<file path="config.mk">
export PLATFORM = sky130hd
export DESIGN_NAME = fifo_wr_arbiter
export DESIGN_NICKNAME = d
export VERILOG_FILES = /design/src/rtl/fifo_wr_arbiter.sv
export SDC_FILE = /design/constraint.sdc
export NUM_CORES = 1
export LEC_CHECK = 0
export ABC_AREA = 1
export CAP_MARGIN = 20
export CORE_UTILIZATION = 44
export CTS_BUF_LIST = sky130_fd_sc_hd__clkbuf_4 sky130_fd_sc_hd__clkbuf_8
export DETAILED_ROUTE_END_ITERATION = 10
export HOLD_SLACK_MARGIN = 0.02
export PLACE_DENSITY = 0.89
export SETUP_SLACK_MARGIN = 0.4
export SLEW_MARGIN = 20
export SYNTH_ARGS = -nofsm -noshare
export SYNTH_HDL_FRONTEND = slang
export SYNTH_SLANG_ARGS = --single-unit
</file>
<file path="constraint.sdc">
create_clock -name clk_wr -period 2.9 [get_ports clk_wr]
set_input_delay 0.87 -clock clk_wr [delete_from_list [all_inputs] [get_ports clk_wr]]
set_output_delay 0.87 -clock clk_wr [all_outputs]
set_load 0.03 [all_outputs]
</file>
<file path="src/rtl/fifo_wr_arbiter.sv">
// Round-robin write-port arbiter: shares one FIFO write port among NUM_REQ producers,
// granting bounded bursts and holding off writes while the FIFO reports full.
module fifo_wr_arbiter #(
  parameter int DATA_WIDTH = 8,
  parameter int NUM_REQ    = 4,
  parameter int MAX_BURST  = 4
) (
  input  logic                          clk_wr,
  input  logic                          rst,
  input  logic [NUM_REQ-1:0]            req,
  input  logic [NUM_REQ*DATA_WIDTH-1:0] data_req,
  input  logic                          full,
  output logic [NUM_REQ-1:0]            gnt,
  output logic                          wr_en,
  output logic [DATA_WIDTH-1:0]         data_out,
  output logic                          busy,
  output logic [$clog2(NUM_REQ)-1:0]    owner
);

  localparam int IW = $clog2(NUM_REQ);
  localparam int CW = $clog2(MAX_BURST + 1);

  typedef enum logic {IDLE, GRANT} state_t;

  state_t                r_state, w_nextState;
  logic [IW-1:0]         r_owner, w_nextOwner;
  logic [IW-1:0]         r_rrPtr, w_nextRrPtr;
  logic [CW-1:0]         r_burstCnt, w_nextBurstCnt;
  logic [CW-1:0]         w_cntInc;
  logic [IW-1:0]         w_pick;
  logic [IW:0]           w_cand;
  logic                  w_found;
  logic                  w_wrEn;
  logic                  w_endGrant;
  logic [DATA_WIDTH-1:0] w_slice [NUM_REQ];

  for (genvar gi = 0; gi < NUM_REQ; gi++) begin : g_slice
    assign w_slice[gi] = data_req[gi*DATA_WIDTH +: DATA_WIDTH];
  end

  assign w_wrEn   = (r_state == GRANT) && req[r_owner] && !full;
  assign wr_en    = w_wrEn;
  assign gnt      = w_wrEn ? (NUM_REQ'(1) << r_owner) : '0;
  assign data_out = w_wrEn ? w_slice[r_owner] : '0;
  assign busy     = (r_state == GRANT);
  assign owner    = r_owner;
  assign w_cntInc = r_burstCnt + CW'(1);

  // First requester at or after rr_ptr, wrapping modulo NUM_REQ (works for non-power-of-2 counts)
  always_comb begin
    w_pick  = '0;
    w_found = 1'b0;
    w_cand  = '0;
    for (int k = 0; k < NUM_REQ; k++) begin
      w_cand = {1'b0, r_rrPtr} + (IW+1)'(k);
      if (w_cand >= (IW+1)'(NUM_REQ)) w_cand = w_cand - (IW+1)'(NUM_REQ);
      if (!w_found && req[w_cand[IW-1:0]]) begin
        w_found = 1'b1;
        w_pick  = w_cand[IW-1:0];
      end
    end
  end

  always_comb begin
    w_nextState    = r_state;
    w_nextOwner    = r_owner;
    w_nextRrPtr    = r_rrPtr;
    w_nextBurstCnt = r_burstCnt;
    w_endGrant     = 1'b0;
    case (r_state)
      IDLE: begin
        if (w_found) begin
          w_nextOwner    = w_pick;
          w_nextBurstCnt = '0;
          w_nextState    = GRANT;
        end
      end
      GRANT: begin
        // full alone only stalls; the owner keeps the port until it writes or drops req
        if (!req[r_owner]) begin
          w_endGrant = 1'b1;
        end else if (!full) begin
          if (w_cntInc == CW'(MAX_BURST)) w_endGrant = 1'b1;
          else                            w_nextBurstCnt = w_cntInc;
        end
      end
      default: w_nextState = IDLE;
    endcase
    if (w_endGrant) begin
      w_nextState    = IDLE;
      w_nextBurstCnt = '0;
      w_nextRrPtr    = (r_owner == IW'(NUM_REQ - 1)) ? '0 : r_owner + IW'(1);
    end
  end

  always_ff @(posedge clk_wr or posedge rst) begin
    if (rst) begin
      r_state    <= IDLE;
      r_owner    <= '0;
      r_rrPtr    <= '0;
      r_burstCnt <= '0;
    end else begin
      r_state    <= w_nextState;
      r_owner    <= w_nextOwner;
      r_rrPtr    <= w_nextRrPtr;
      r_burstCnt <= w_nextBurstCnt;
    end
  end

endmodule
</file>
### Word level (Yosys, flattened, before mapping)

Index checks and enable logic that the tools add are counted.

| word-level totals | value |
|---|---|
| register bits after elaboration | 8 |
| input bits | 39 |
| output and inout port bits | 16 |
| logic and storage cells | 84 |

| operators by class | value |
|---|---|
| $add $sub $neg | 9 |
| magnitude comparators | 10 |
| equal/unequal tests | 6 |
| shifts and indexed selects | 1 |
| multiplexer cells | 41 |
| bitwise operators | 2 |
| reduce and logical (&&, ||, !) cells | 11 |

Operators with widths:

| kind | count |
|---|---|
| $mux W8 | 3 |
| $mux W2 | 9 |
| $bmux W8 S2 | 1 |
| $mux W1 | 16 |
| $lt A2 B3 Y1 const B | 5 |
| $mux W3 | 5 |
| $ge A3 B3 Y1 const B | 4 |
| $bmux W1 S2 | 5 |
| $sub A2 B1 Y2 const B | 4 |
| $add A2 B2 Y3 const B | 2 |
| $ne A3 B3 Y1 const B | 2 |
| $pmux W3 S2 | 1 |
| $logic_and A1 B1 Y1 | 5 |
| $logic_not A1 Y1 | 4 |
| $mux W4 | 1 |
| $reduce_and A4 Y1 | 1 |
| $shl A1 B2 Y4 const A | 1 |
| $add A2 B1 Y3 const B | 1 |
| $add A3 B1 Y3 const B | 1 |
| $eq A3 B3 Y1 const B | 1 |
| $ge A2 B3 Y1 const B | 1 |
| $ne A3 B1 Y1 const B | 1 |
| $ne A3 B2 Y1 const B | 1 |
| $not A2 Y3 | 1 |
| 4 further kinds | 4 |

### Logic depth before layout (Yosys ltp)

| depth | value |
|---|---|
| depth after elaboration | 17 |
| gate-level depth with buffers | 11 |
| depth with buffers taken out | 11 |

### Worst setup path before layout

OpenSTA, ideal clock, no wires.

| timing path | value |
|---|---|
| path type | input port to output port |
| from | input req[2] |
| to | output data_out[2] |
| arrival time | 1,991 ps |
| required time | 2,030 ps |
| slack | 39 ps |
| stages | 7 |
| buffers on the path | 1 |
| path through | inv_1 -> o21ai_0 -> nand2_1 -> nor2_1 -> nand2_1 -> buf_6 -> a21oi_1 |

| between the ends | value |
|---|---|
| word-level cells in the longest chain between the ends | 5 |

Ends and longest elaborated chain:

| element | RTL line | RTL |
|---|---|---|
| start: declaration | 10 | `input logic [NUM_REQ-1:0] req,` |
| $bmux W1 S2 | 41 | `assign w_wrEn = (r_state == GRANT) && req[r_owner] && !full;` |
| $mux W1 (not written as such) | 41 |  |
| $logic_and A1 B1 Y1 (2 in a row) | 41 |  |
| $mux W8 | 44 | `assign data_out = w_wrEn ? w_slice[r_owner] : '0;` |
| end: declaration | 15 | `output logic [DATA_WIDTH-1:0] data_out,` |

Every way passes these cells. The select of a mux whose other input is x is not followed.

### Final worst setup path

| timing path | value |
|---|---|
| from | input data_req[26] |
| to | output data_out[2] |

| between the ends | value |
|---|---|
| word-level cells in the longest chain between the ends | 4 |

Ends and longest elaborated chain:

| element | RTL line | RTL |
|---|---|---|
| start: declaration | 11 | `input logic [NUM_REQ*DATA_WIDTH-1:0] data_req,` |
| $bmux W8 S2 | 44 |  |
| $mux W8 (not written as such) (2 in a row) | 44 |  |
| $mux W8 | 44 |  |

Every way passes these cells. The select of a mux whose other input is x is not followed.

==> flow_summary.json <==
{
  "net_count_of_the_finished_layout": 299,
  "die_height_um": 51.3,
  "r2r_cells": 8,
  "core_area_um2": 2250,
  "dp_hpwl_um": 2690,
  "max-slew-margin-rel": 0.639,
  "post_synth_num_cell_types": 21,
  "switching_share": 0.586,
  "synth-seq-cells": 8,
  "timing.critical_path.from_type": "input pin",
  "rows": 17,
  "power_switching_w": 0.00122,
  "route.detailed.drc": 0,
  "horizontal_die_dimension_um": 51.3,
  "cp-end-kind": "output port",
  "cts.sinks": 8,
  "post-place-cells": 265,
  "ant_nets": 0,
  "synth_cells": 184,
  "final_layout_size_suffix_gt1_frac": 0.357,
  "antenna_found_initial": 0,
  "yosys_warnings": 0,
  "multiInputGateArea_um2": 947,
  "layout_min_cycle_time_ns": 2.74,
  "first_pass_iters": 4,
  "rsz_0062_raised_after_global_routing": "true",
  "maximum_number_of_pins_on_one_net_before_global_route_repair": 17,
  "timing.critical_path.cells": "clkdlybuf4s50_1 > o21ai_2 > a21oi_4 > buf_6",
  "detailroute.via_count": 1632,
  "ys_top_cells_by_area": "sky130_fd_sc_hd__dfrtp_1 (19%), sky130_fd_sc_hd__nor2_1 (14%), sky130_fd_sc_hd__nand2_1 (14%)",
  "route.detailed.vias_per_inst": 5.83,
  "overall_track_demand_over_capacity_in_global_routing": 0.370,
  "fmaxAchievable_mhz": 365,
  "drv.max_cap_violation_count": 0,
  "first_global_vias": 1538,
  "grt_first_pass_wirelength_um": 7070,
  "worst_hold_path_type": "reg -> reg",
  "synth_enable_flop_cells": 0,
  "max_stage_delay_ns": 0.48,
  "ys_dominant_reg_cell": "sky130_fd_sc_hd__dfrtp_1",
  "cts_buffers": 3,
  "cts-root-to-sink-buffers": 2,
  "finalPower_w": 0.00208,
  "hold_slack_ns": 0.518,
  "clk_transition_reported_paths_ns": 0.05,
  "ys_seq_area_frac": 0.188,
  "clk-insertion-delay-late_ns": 0.26,
  "synth-async-reset-ratio": 1.00,
  "area_growth_pct": 89.8,
  "number_of_setup_violations_in_the_final_report": 0,
  "status": "finished, final reports clean",
  "timing_max_transition_violations_final": 0,
  "pwr-share-comb": 0.816,
  "irDropWorstVdd_uv": 882,
  "routabilityCongestion": 0.966,
  "power.internal_w": 0.000861,
  "min_delay_path_depth": 2,
  "p_leak_nw": 0.995,
  "syn-mean-instance-area_um2": 5.80,
  "synth.net_count": 229,
  "post_synth_instance_area_um2": 1070,
  "skew_ns": 0.00350,
  "n_antenna_cell": 0,
  "cp.required_ns": 2.03,
  "drt_first_iter_violations": 82,
  "htree_levels": 1,
  "tritoncts": "done",
  "timing.critical_path.slowest_stage_cell": "sky130_fd_sc_hd__clkdlybuf4s50_1",
  "boundaryPins": 55,
  "fill_cells": 112,
  "clock_power_share": 0.043,
  "overflow": 0,
  "place.port_buffers": 54,
  "final_min_period_over_clock_period": 0.944,
  "crit_fanout": 1,
  "synthDominantCellAreaShare": 0.188,
  "synth.most_common_cell": "sky130_fd_sc_hd__nor2_1",
  "wl_cell_um": 18.1,
  "worst_ep_arrival_time_ns": 1.87,
  "criticalPathCategory": "in -> out",
  "floorplan.initialDensity": 0.473,
  "power.density_cell_area_nw_per_um2": 1030,
  "cts-root-buf": "sky130_fd_sc_hd__clkbuf_4",
  "final_cell_count_without_fillers": 280,
  "synth_top_cell_by_area": "sky130_fd_sc_hd__dfrtp_1",
  "dieArea_um2": 2630,
  "hold_violations": 0,
  "seq_area_um2": 204,
  "routed_wl_um": 5070,
  "synth.cells.most_frequent": "sky130_fd_sc_hd__nor2_1 (41), sky130_fd_sc_hd__nand2_1 (39), sky130_fd_sc_hd__inv_1 (20)",
  "seq_power_share": 0.141,
  "worst_slew_pin_slew_ns": 0.541
}
## state kept, by name, indices dropped and copies added, names as in the netlist
signal      flops
r_burstCnt      3
busy            1
r_rrPtr         2
owner           2
## power groups by stage
stage               combinational (W)   clock, W  sequential, W
floorplan                    0.000964          0       0.000262
global placement              0.00124          0       0.000261
detailed placement            0.00128          0       0.000266
CTS                           0.00152  0.0000889       0.000276
global route                  0.00181  0.0000944       0.000293
finish                        0.00170  0.0000896       0.000294
## logic make-up after synthesis
kind of cell | share of synthesized area
simple gates | 0.455
compound gates | 0.162
buf+inv | 0.125
flops | 0.188
fa+ha+maj | 0.0703
## final timing paths
| check | start | end | slack (ns) |
|---|---|---|---|
| worst max-delay path | data_req[26] | data_out[2] | 0.16 |
| min in group asynchronous | rst | r_rrPtr[0] | 0.85 |
| worst min register to register | r_burstCnt[2] | r_burstCnt[2] | 0.52 |
| worst max register to register | owner[0] | r_rrPtr[0] | 0.96 |
| max in group asynchronous | rst | owner[0] | 1.79 |
| worst min-delay path | r_burstCnt[2] | r_burstCnt[2] | 0.52 |
## placed cells by master, fill, tap and decap left out, types with 4 or more instances in the layout
cell                              instances
sky130_fd_sc_hd__a21oi_4                  8
sky130_fd_sc_hd__nor2_4                   6
sky130_fd_sc_hd__clkdlybuf4s50_1         20
sky130_fd_sc_hd__o21ai_1                  4
sky130_fd_sc_hd__buf_4                   16
sky130_fd_sc_hd__nor2_1                  34
sky130_fd_sc_hd__ha_1                     6
sky130_fd_sc_hd__dlygate4sd2_1           14
sky130_fd_sc_hd__nand4_1                  5
sky130_fd_sc_hd__inv_1                   16
sky130_fd_sc_hd__inv_2                    4
sky130_fd_sc_hd__o21ai_2                 12
sky130_fd_sc_hd__nand2_1                 37
sky130_fd_sc_hd__nand2_2                  8
sky130_fd_sc_hd__nand3_1                 10
sky130_fd_sc_hd__buf_6                   15
sky130_fd_sc_hd__dfrtp_1                  7
## layout make-up
type,instances,share of cell area
Tap cell,28,0.0173
Inverter,23,0.0519
Timing Repair Buffer,71,0.351
Multi-Input combinational cell,147,0.468
Clock buffer,3,0.0111
Sequential cell,8,0.101
## routing by layer
layer,wire length (um),track usage
met1,1810,0.397
met3,384,0.0714
met2,2510,0.647
met5,0,0
met4,370,0.257
## critical path: cells and delay by family
| family | cells | cell delay [ns] |
|---|---|---|
| buffers and inverters | 2 | 0.62 |
| AOI/OAI and AO/OA | 2 | 0.37 |
## repair_timing
action | in CTS | in global routing
pin swaps | 31 | 9
setup buffers | 7 | 4
endpoints found under the setup margin | 14 | 14
gates cloned | 1 | 0
resized for setup | 87 | 9
hold buffers | 0 | 0
## through the flow
step / cell area [um2] / setup WS (ns) / utilization / setup TNS (ns)
floorplan: 1200 / 0.339 / - / 0
finish: 2030 / 0.161 / 0.898 / 0
detailed placement: 1740 / -0.365 / 0.771 / -4.31
global route: 2030 / 0.104 / 0.898 / 0
CTS: 1960 / 0.199 / 0.870 / 0
global placement: 1740 / -0.301 / 0.771 / -3.70
No activity file was read; power rests on OpenSTA's default activity.
==> RTL change (config.mk and constraints unchanged) <==
`NUM_REQ`: 4 -> 8.
--- a/src/rtl/fifo_wr_arbiter.sv
+++ b/src/rtl/fifo_wr_arbiter.sv
@@ -2,7 +2,7 @@
 // granting bounded bursts and holding off writes while the FIFO reports full.
 module fifo_wr_arbiter #(
   parameter int DATA_WIDTH = 8,
-  parameter int NUM_REQ    = 4,
+  parameter int NUM_REQ    = 8,
   parameter int MAX_BURST  = 4
 ) (
   input  logic                          clk_wr,
Interface: changed (resized data_req, gnt, owner and req); port bits go from 55 to 96. The function was not compared with the original's and may differ.
==> RTL change against the unedited design <==
  * The run now ends with negative setup slack left
  * Worst hold slack improved by 0.010 ns
  * Cell area grew 85%
  * Area after synthesis grew 89%
  * Wire length is 96% higher
  * Worst setup slack worse by 0.53 ns
  * Cell count increased by 81%
  * Power increased by 120%
  * Combinational power rose by 140%
  * Sequential cell count increased by 2
  * Fmax fell by 16%
==> RTL change: results (changes against the unedited design) <==
Status
  – Run status: complete, but fails checks
  – Failing checks: negative setup slack

Synth
  – Leading cell types by count after synthesis: sky130_fd_sc_hd__nand2_1, sky130_fd_sc_hd__inv_1, sky130_fd_sc_hd__nand3_1, sky130_fd_sc_hd__nor2_1, sky130_fd_sc_hd__a21oi_1
  – Fraction of the yosys area taken by sequential cells: 12.4% (-6.3 points)
  – Net count after synthesis: 408 (+78%)
  – Dominant cells by area after synthesis: sky130_fd_sc_hd__nand2_1, sky130_fd_sc_hd__dfrtp_1, sky130_fd_sc_hd__a32o_1, sky130_fd_sc_hd__nand3_1, sky130_fd_sc_hd__ha_1
  – Instance count of the mapped netlist: 323 (+76%)

Layout
  – Layout net count: 540 (+81%)
  – Share of post-route cells with drive strength above 1: 31.1% (-4.7 points)
  – Fill cell count: 228 (+100%)

Power
  – Static leakage power: 1.72 nW (+73%)
  – VDD IR-drop max: 788 µV (-11%)

Place
  – Post-Place Worst Slack: -0.710 ns (-0.344 ns)
  – Port Buffers: 95 (+76%)
  – Placed cells: 480 (+81%)
  – Final HPWL DP: 5870 µm (+120%)

Critical path
  – Master of the slowest instance on the critical path: sky130_fd_sc_hd__dfrtp_1
  – Worst R2R Path Depth: 20 (+12)
  – R2r setup slk: -0.11 ns (-1.07 ns)
  – Peak per-stage delay on the critical path: 0.45 ns (-0.03 ns)

Route
  – Average via count per standard cell: 6.06 (+4.0%)
  – WL/cell: 19.6 µm (+8.2%)
  – Count of TritonRoute iterations in the first routing pass: 6 (+2)

STA
  – Min setup slack post-route: -0.368 ns (-0.529 ns)
  – Setup violation total in the final timing report: 20 (+20)
  – Worst clock skew on the final layout: 0.0126 ns (+0.00910 ns)
  – Rel. slew slack: 66.3% (+2.3 points)

Global route
  – Maximum number of pins on one net before global-route repair: 36 (+19)
  – Via count of the first global-routing pass: 2,972 (+93%)
  – Wire length of the first global-routing pass: 13,800 µm (+95%)
RTL change: worst max path at each step:
stage                  start     endpoint  slack, ns
detailed placement    req[6]  data_out[0]      -0.71
CTS                   req[6]  data_out[0]      -0.13
global placement      req[6]  data_out[0]      -0.67
finish              owner[0]  data_out[4]      -0.37
floorplan             req[6]  data_out[0]      -0.12
global route        owner[0]  data_out[4]      -0.42
RTL change: repair_timing:
| item | 4_1_cts | 5_1_grt |
|---|---|---|
| buffers inserted | 18 | 2 |
| pin swaps | 12 | 6 |
| endpoints found under the setup margin | 24 | 24 |
| gates resized for setup | 70 | 27 |
| cloned | 2 | 0 |
RTL change: report_power, final:
group	total (mW)	switching, mW	internal, mW
sequential	0.316	0.114	0.202
combinational	4.02	2.43	1.59
clock	0.179	0.0598	0.120
RTL change: final cells by class:
type | count | share of cell area [%]
Multi-Input combinational cell | 266 | 49.0
Timing Repair Buffer | 141 | 37.7
Sequential cell | 10 | 6.67
Inverter | 33 | 3.47
Tap cell | 52 | 1.74
Clock buffer | 4 | 1.47
RTL change: per-layer routing:
layer  global-route usage (%)  vias up  routed length [µm]
met5                        0        -                   0
met4                     22.0        0                 614
met3                     6.83       67                1020
met2                     60.6      260                4760
met1                     40.8     1383                3520
li1                         -     1357                   -
RTL change: kinds of logic after synthesis:
kind of cell             count (synthesis)  synth area share (%)
AO/OA/AOI/OAI                           62                  20.4
XOR/XNOR                                 5                  2.18
adder cells (fa/ha/maj)                 10                  6.22
buffers and inverters                   49                  10.9
flip-flops                              10                  12.4
AND/OR/NAND/NOR                        187                  47.8
RTL change: through the flow:
step	power, mW	hold slack (ns)	util (%)	instance area [µm²]
floorplan	2.63	0.490	-	2200
global placement	3.35	0.515	74.9	3280
detailed placement	3.42	0.514	74.9	3280
global route	4.75	0.540	85.5	3750
CTS	4.00	0.523	82.7	3630
finish	4.52	0.528	85.5	3750
RTL change: worst max-delay path, delay by kind of cell, from the launching register on:
kind	cells	cell delay [ns]
AOI/OAI and AO/OA	3	0.45
buffers and inverters	4	0.75
and+or+nand+nor	4	0.50
DFF	1	0.45
